==> config.mk <==
export PLATFORM = sky130hd
export DESIGN_NAME = axi_rd_arbiter
export DESIGN_NICKNAME = d
export VERILOG_FILES = /design/src/rtl/axi_rd_arbiter.sv
export SDC_FILE = /design/constraint.sdc
export NUM_CORES = 1
export LEC_CHECK = 0
export CORE_AREA = 2 2 112 114
export CTS_CLUSTER_SIZE = 25
export DETAILED_ROUTE_END_ITERATION = 10
export DIE_AREA = 0 0 114 116
export DONT_BUFFER_PORTS = 1
export PLACE_DENSITY = 0.3
export SKIP_CTS_REPAIR_TIMING = 1
export SLEW_MARGIN = 15
export SYNTH_ARGS = -nofsm -noshare
export SYNTH_HDL_FRONTEND = slang
export SYNTH_SLANG_ARGS = --single-unit
==> constraint.sdc <==
create_clock -name clk -period 1.5 [get_ports clk]
set_input_delay 0.375 -clock clk [delete_from_list [all_inputs] [get_ports clk]]
set_output_delay 0.375 -clock clk [all_outputs]
set_load 0.005 [all_outputs]
==> src/rtl/axi_rd_arbiter.sv <==
// Two-port AXI read-channel arbiter: icache (m0) and dcache (m1) share one AR/R path, one burst at a time.
// Define ARB_RR_EN for round-robin tie-breaking; otherwise the dcache wins every simultaneous request.
module axi_rd_arbiter #(
    parameter int ADDR_W = 32,
    parameter int DATA_W = 32,
    parameter int ID_W   = 4
) (
    input  logic              clk,
    input  logic              resetn,
    input  logic [ID_W-1:0]   m0_arid,
    input  logic [ADDR_W-1:0] m0_araddr,
    input  logic [7:0]        m0_arlen,
    input  logic [2:0]        m0_arsize,
    input  logic [1:0]        m0_arburst,
    input  logic              m0_arvalid,
    output logic              m0_arready,
    output logic [ID_W-1:0]   m0_rid,
    output logic [DATA_W-1:0] m0_rdata,
    output logic [1:0]        m0_rresp,
    output logic              m0_rlast,
    output logic              m0_rvalid,
    input  logic              m0_rready,
    input  logic [ID_W-1:0]   m1_arid,
    input  logic [ADDR_W-1:0] m1_araddr,
    input  logic [7:0]        m1_arlen,
    input  logic [2:0]        m1_arsize,
    input  logic [1:0]        m1_arburst,
    input  logic              m1_arvalid,
    output logic              m1_arready,
    output logic [ID_W-1:0]   m1_rid,
    output logic [DATA_W-1:0] m1_rdata,
    output logic [1:0]        m1_rresp,
    output logic              m1_rlast,
    output logic              m1_rvalid,
    input  logic              m1_rready,
    output logic [ID_W-1:0]   s_arid,
    output logic [ADDR_W-1:0] s_araddr,
    output logic [7:0]        s_arlen,
    output logic [2:0]        s_arsize,
    output logic [1:0]        s_arburst,
    output logic [1:0]        s_arlock,
    output logic [3:0]        s_arcache,
    output logic [2:0]        s_arprot,
    output logic              s_arvalid,
    input  logic              s_arready,
    input  logic [ID_W-1:0]   s_rid,
    input  logic [DATA_W-1:0] s_rdata,
    input  logic [1:0]        s_rresp,
    input  logic              s_rlast,
    input  logic              s_rvalid,
    output logic              s_rready
);

    typedef enum logic [1:0] {
        IDLE = 2'b00,
        ADDR = 2'b01,
        DATA = 2'b10
    } state_t;

    state_t state, state_nxt;
    logic   grant, grant_nxt;
    logic   tie_pick;
    logic   in_addr, in_data;
    logic   ar_vld, r_rdy, burst_done;

    assign in_addr    = (state == ADDR);
    assign in_data    = (state == DATA);
    assign ar_vld     = in_addr && (grant ? m1_arvalid : m0_arvalid);
    assign r_rdy      = in_data && (grant ? m1_rready : m0_rready);
    assign burst_done = in_data && s_rvalid && r_rdy && s_rlast;

`ifdef ARB_RR_EN
    logic last_grant;

    // Remember who owned the finished burst so that port loses the next tie.
    always_ff @(posedge clk or negedge resetn) begin
        if (!resetn) begin
            last_grant <= 1'b0;
        end else if (burst_done) begin
            last_grant <= grant;
        end
    end

    assign tie_pick = ~last_grant;
`else
    assign tie_pick = 1'b1;
`endif

    always_ff @(posedge clk or negedge resetn) begin
        if (!resetn) begin
            state <= IDLE;
            grant <= 1'b0;
        end else begin
            state <= state_nxt;
            grant <= grant_nxt;
        end
    end

    always_comb begin
        state_nxt = state;
        grant_nxt = grant;
        case (state)
            IDLE: begin
                // Grant is registered here; nothing reaches the master until ADDR.
                if (m0_arvalid || m1_arvalid) begin
                    grant_nxt = (m0_arvalid && m1_arvalid) ? tie_pick : m1_arvalid;
                    state_nxt = ADDR;
                end
            end
            ADDR: begin
                if (ar_vld && s_arready) begin
                    state_nxt = DATA;
                end
            end
            DATA: begin
                if (burst_done) begin
                    state_nxt = IDLE;
                end
            end
            default: state_nxt = IDLE;
        endcase
    end

    assign s_arid     = grant ? m1_arid    : m0_arid;
    assign s_araddr   = grant ? m1_araddr  : m0_araddr;
    assign s_arlen    = grant ? m1_arlen   : m0_arlen;
    assign s_arsize   = grant ? m1_arsize  : m0_arsize;
    assign s_arburst  = grant ? m1_arburst : m0_arburst;
    assign s_arlock   = 2'b00;
    assign s_arcache  = 4'b0000;
    assign s_arprot   = 3'b000;
    assign s_arvalid  = ar_vld;
    assign s_rready   = r_rdy;

    assign m0_arready = in_addr && !grant && s_arready;
    assign m1_arready = in_addr &&  grant && s_arready;

    assign m0_rid     = s_rid;
    assign m0_rdata   = s_rdata;
    assign m0_rresp   = s_rresp;
    assign m0_rvalid  = in_data && !grant && s_rvalid;
    assign m0_rlast   = in_data && !grant && s_rlast;

    assign m1_rid     = s_rid;
    assign m1_rdata   = s_rdata;
    assign m1_rresp   = s_rresp;
    assign m1_rvalid  = in_data &&  grant && s_rvalid;
    assign m1_rlast   = in_data &&  grant && s_rlast;

endmodule

## Word level (Yosys, flattened, before mapping)

Cells that the tools add are included.

- Reductions and logical operators: 22
- Equality and inequality tests: 5
- Muxes and demuxes: 12

Operators by type and width:

| operator | number |
|---|---|
| 2-to-1 mux 32 bit | 1 |
| logical AND 1 bit | 17 |
| 2-to-1 mux 2 bit | 4 |
| 2-to-1 mux 8 bit | 1 |
| case mux 2 bit (3 select lines) | 1 |
| 2-to-1 mux 4 bit | 1 |
| inequality test 2 x 1 -> 1 bit, second input constant | 2 |
| 2-to-1 mux 1 bit | 3 |
| 2-to-1 mux 3 bit | 1 |
| AND reduction 3 bit | 1 |
| == test 2 x 1 -> 1 bit, second input constant | 1 |
| == test 2 bit, second input constant | 1 |
| logical NOT 2 bit | 1 |
| inequality test 2 bit, second input constant | 1 |
| AND reduction 2 bit | 1 |
| logical NOT 1 bit | 1 |
| logical OR 1 bit | 1 |

- Word-level logic and storage cells: 41
- Register bits: 3
- Output and inout port bits: 142
- Bits of input ports: 145

## Depth between registers and ports, before layout

- Word-level depth: 6
- Depth in mapped cells: 4
- Depth with buffers taken out: 3

## Least setup slack after synthesis

No wires, ideal clock.

- Path kind: reg2out
- Start: register grant
- End: output port s_araddr[17]
- Required time: 1.125 ns
- Cell stages (with the launch flop): 4
- Setup slack: 0.114 ns
- Path buffers: 2
- Arrival: 1.011 ns
- Path through: dfrtp_1 -> buf_6 -> buf_6 -> mux2_4

- Longest elaborated chain between the ends: 1

Ends and longest elaborated chain:

| what | line | text |
|---|---|---|
| start, declared | 61 | `logic grant, grant_nxt;` |
| start signal, assigned | 95 | `grant <= grant_nxt;` |
| 2-to-1 mux 32 bit | 125 | `assign s_araddr = grant ? m1_araddr : m0_araddr;` |
| end, declared | 37 | `output logic [ADDR_W-1:0] s_araddr,` |

No other way between the ends.

## Worst setup path after layout

- Start: register grant
- End: output port s_araddr[26]

The elaborated chain is that of the path after synthesis.

==> results.cfg <==
[critical_path]
start_kind = flip-flop
cp_slowest_stage_delay_ns = 0.43
critPathKind = flip-flop to output pin
cp_top_family = flip-flops
r2r_start = grant$_DFFE_PN0P_
path_common_cell = buf_4
required_ns = 1.12
path_cells = buf_4, buf_4, mux2_4
worstSetupStartpoint = grant$_DFFE_PN0P_
rrSetupSlack_ns = 0.26
cp.depth = 3
path_max_fanout = 5
cp-end-kind = output pin
cp.arrival_ns = 1.28
cp-endpoint = s_araddr[26]
slowest_stage = dfrtp_2
worstRegToRegCells = 3
r2r-end = state[0]$_DFFE_PN0P_
cp.buffers_inverters = 2

[floorplanning]
die-width_um = 114
rows = 40
pin_count = 287
core_um2 = 11900
chipHeight_um = 116
initial_core_util_pct = 12.9
fp.dieArea_um2 = 13200

[sta]
setup_viol = 51
period_needed_ns = 1.65
maxSlewViolCount = 0
layout_setup_ws_ns = -0.153
clock.fmax_mhz = 605
skew_ns = 0.00103
hold_violations = 0
fin_crit_sh_pct = 110
rsz0062_at_grt = true

[global_routing]
grt_max_degree = 23
antenna_found_initial = 1
grt_pass1_wl_um = 3980
grt_pass1_vias = 732
overflow = 0
grt_usage_pct = 4.21

[yosys]
ys_top_cells_by_count = buf_4 (85), mux2_2 (26), mux2_4 (21), nand2_1 (6)
ys_warn_count = 0
yosys_most_used_dff = dfrtp_1
synth-edff-count = 0
synth-seq-area-share_pct = 4.88
synth.area.top_cells = buf_4 (41%), mux2_4 (21%), mux2_2 (19%), dfrtp_1 (4.9%), buf_6 (2.9%)
syn_area_um2 = 1540
ys_async_sr_fraction_pct = 100
avgSynthCellArea_um2 = 9.15
ys_seq_elements = 3
synth_top_area_share_pct = 41.5
yosysMostFrequentCell = buf_4
syn_inst = 168
synth_cell_type_count = 19
synth_top_area_cell = buf_4

[pwr]
switching_share_pct = 35.2
irDropWorstVdd_mv = 0.309
p_seq_share_pct = 7.6
p_clk_share_pct = 16.8
p_switching_w = 0.000878
comb_power_share_pct = 75.6
internal_power_w = 0.00162
power.total_w = 0.00249
static-leakage-power_nw = 0.584
powerDensity_nw_per_um2 = 1830

[final_layout]
seqCellArea_um2 = 77.6
fillers = 1352
syn_to_final_growth_pct = -11.6
final_area_um2 = 1360
final_nets = 247
drive_gt1_share_pct = 66.3
multi_input_area_um2 = 853

[routing]
routedWlPerCell_um = 15.6
drt-pass1-iter-count = 4
drc = 0
drtAntennaViolNets = 0
drtIter0Drc = 4
drt-total-wl_um = 3890
vias = 838
vias_per_cell = 3.37

[place]
dp_hpwl_um = 3080
portBuffers = 0
gp_congestion = 0.645
postPlaceCellArea_um2 = 1110

[run_status]
status = finished, violations left
violations = negative setup slack

[worst_hold_path]
hold_class = primary input to flip-flop

[cts]
cts_tree = yes
clkTransAtPathRegs_ns = 0.03
cts_buffer_depth = 2
cts_max_level = 1
insertion_delay_ns = 0.22
numCtsBuffers = 3
numClockSinks = 3
cts_root_buf = clkbuf_16

[job]
drv_cap = 0
[per-stage QoR]
stage / setup TNS [ns] / utilization, % / hold WS, ns / std cells / setup WS [ns]
final: -6.00 / 11.4 / 0.269 / 249 / -0.153
after global routing: -7.62 / 11.4 / 0.279 / 249 / -0.179
after CTS: -9.04 / 10.0 / -0.155 / 240 / -0.208
after detailed placement: 0 / 9.36 / 0.0795 / 236 / 0.0304
after global placement: 0 / 9.36 / 0.0795 / 236 / 0.0379
after floorplan: 0 / - / 0.0794 / 176 / 0.114
[placed cells by master, fill, tap and decap left out, types with 2 or more instances in the layout]
master and instances:
dfrtp_2 2, nand2_1 6, buf_12 2, mux2_2 16, conb_1 9, buf_4 4, buf_6 3, mux2_1 3
mux2_4 31, clkbuf_16 5, nor2_1 4, and3_1 3
[cell families (layout without fill, tap and decap cells)]
| logic type | Yosys count | count (layout) | synth area share, % |
|---|---|---|---|
| and+or+nand+nor | 19 | 19 | 5.94 |
| buffers and inverters | 91 | 16 | 45.1 |
| muxes | 51 | 51 | 42.4 |
| AOI/OAI and AO/OA | 3 | 3 | 1.46 |
| other | 1 | 10 | 0.244 |
| DFF | 3 | 3 | 4.88 |
[state kept, by name (all words and copies together), names as in the netlist]
signal / count
state: 2
grant: 1
[power by group through the flow]
stage	Clock (W)	Sequential, W	Combinational [W]
after floorplan	0	0.000157	0.00147
after detailed placement	0	0.000212	0.00143
after CTS	0.000430	0.000211	0.00144
final	0.000419	0.000190	0.00188
after global routing	0.000437	0.000197	0.00202
after global placement	0	0.000209	0.00145
[routing by layer]
metal	routed length (um)	vias up	GRT usage, %
li1	-	331	-
met1	849	339	2.73
met2	2170	149	8.13
met3	753	19	3.09
met4	114	0	2.68
met5	0	-	0
[cell type report]
type,instances,area share [%]
diodes,1,0.184
clock buffers,4,5.80
multi-input cells,82,62.7
flip-flops and latches,3,5.70
well taps,147,13.5
repair buffers,12,12.1
[worst reg2reg max path, stage by stage, from the launching register on]
cell      delay (ns)
dfrtp_2         0.43
buf_4           0.15
mux2_4          0.30
a311oi_1        0.26
[worst min path at each step]
stage	start	end	slack [ns]	depth (start not counted)
floorplan	resetn	grant$_DFFE_PN0P_	0.08	0
global placement	resetn	state[1]$_DFFE_PN0P_	0.08	0
detailed placement	resetn	state[1]$_DFFE_PN0P_	0.08	0
CTS	resetn	grant$_DFFE_PN0P_	-0.15	0
global route	s_arready	state[0]$_DFFE_PN0P_	0.28	1
finish	s_arready	state[0]$_DFFE_PN0P_	0.27	1
Power figures use the tool's default switching activity.
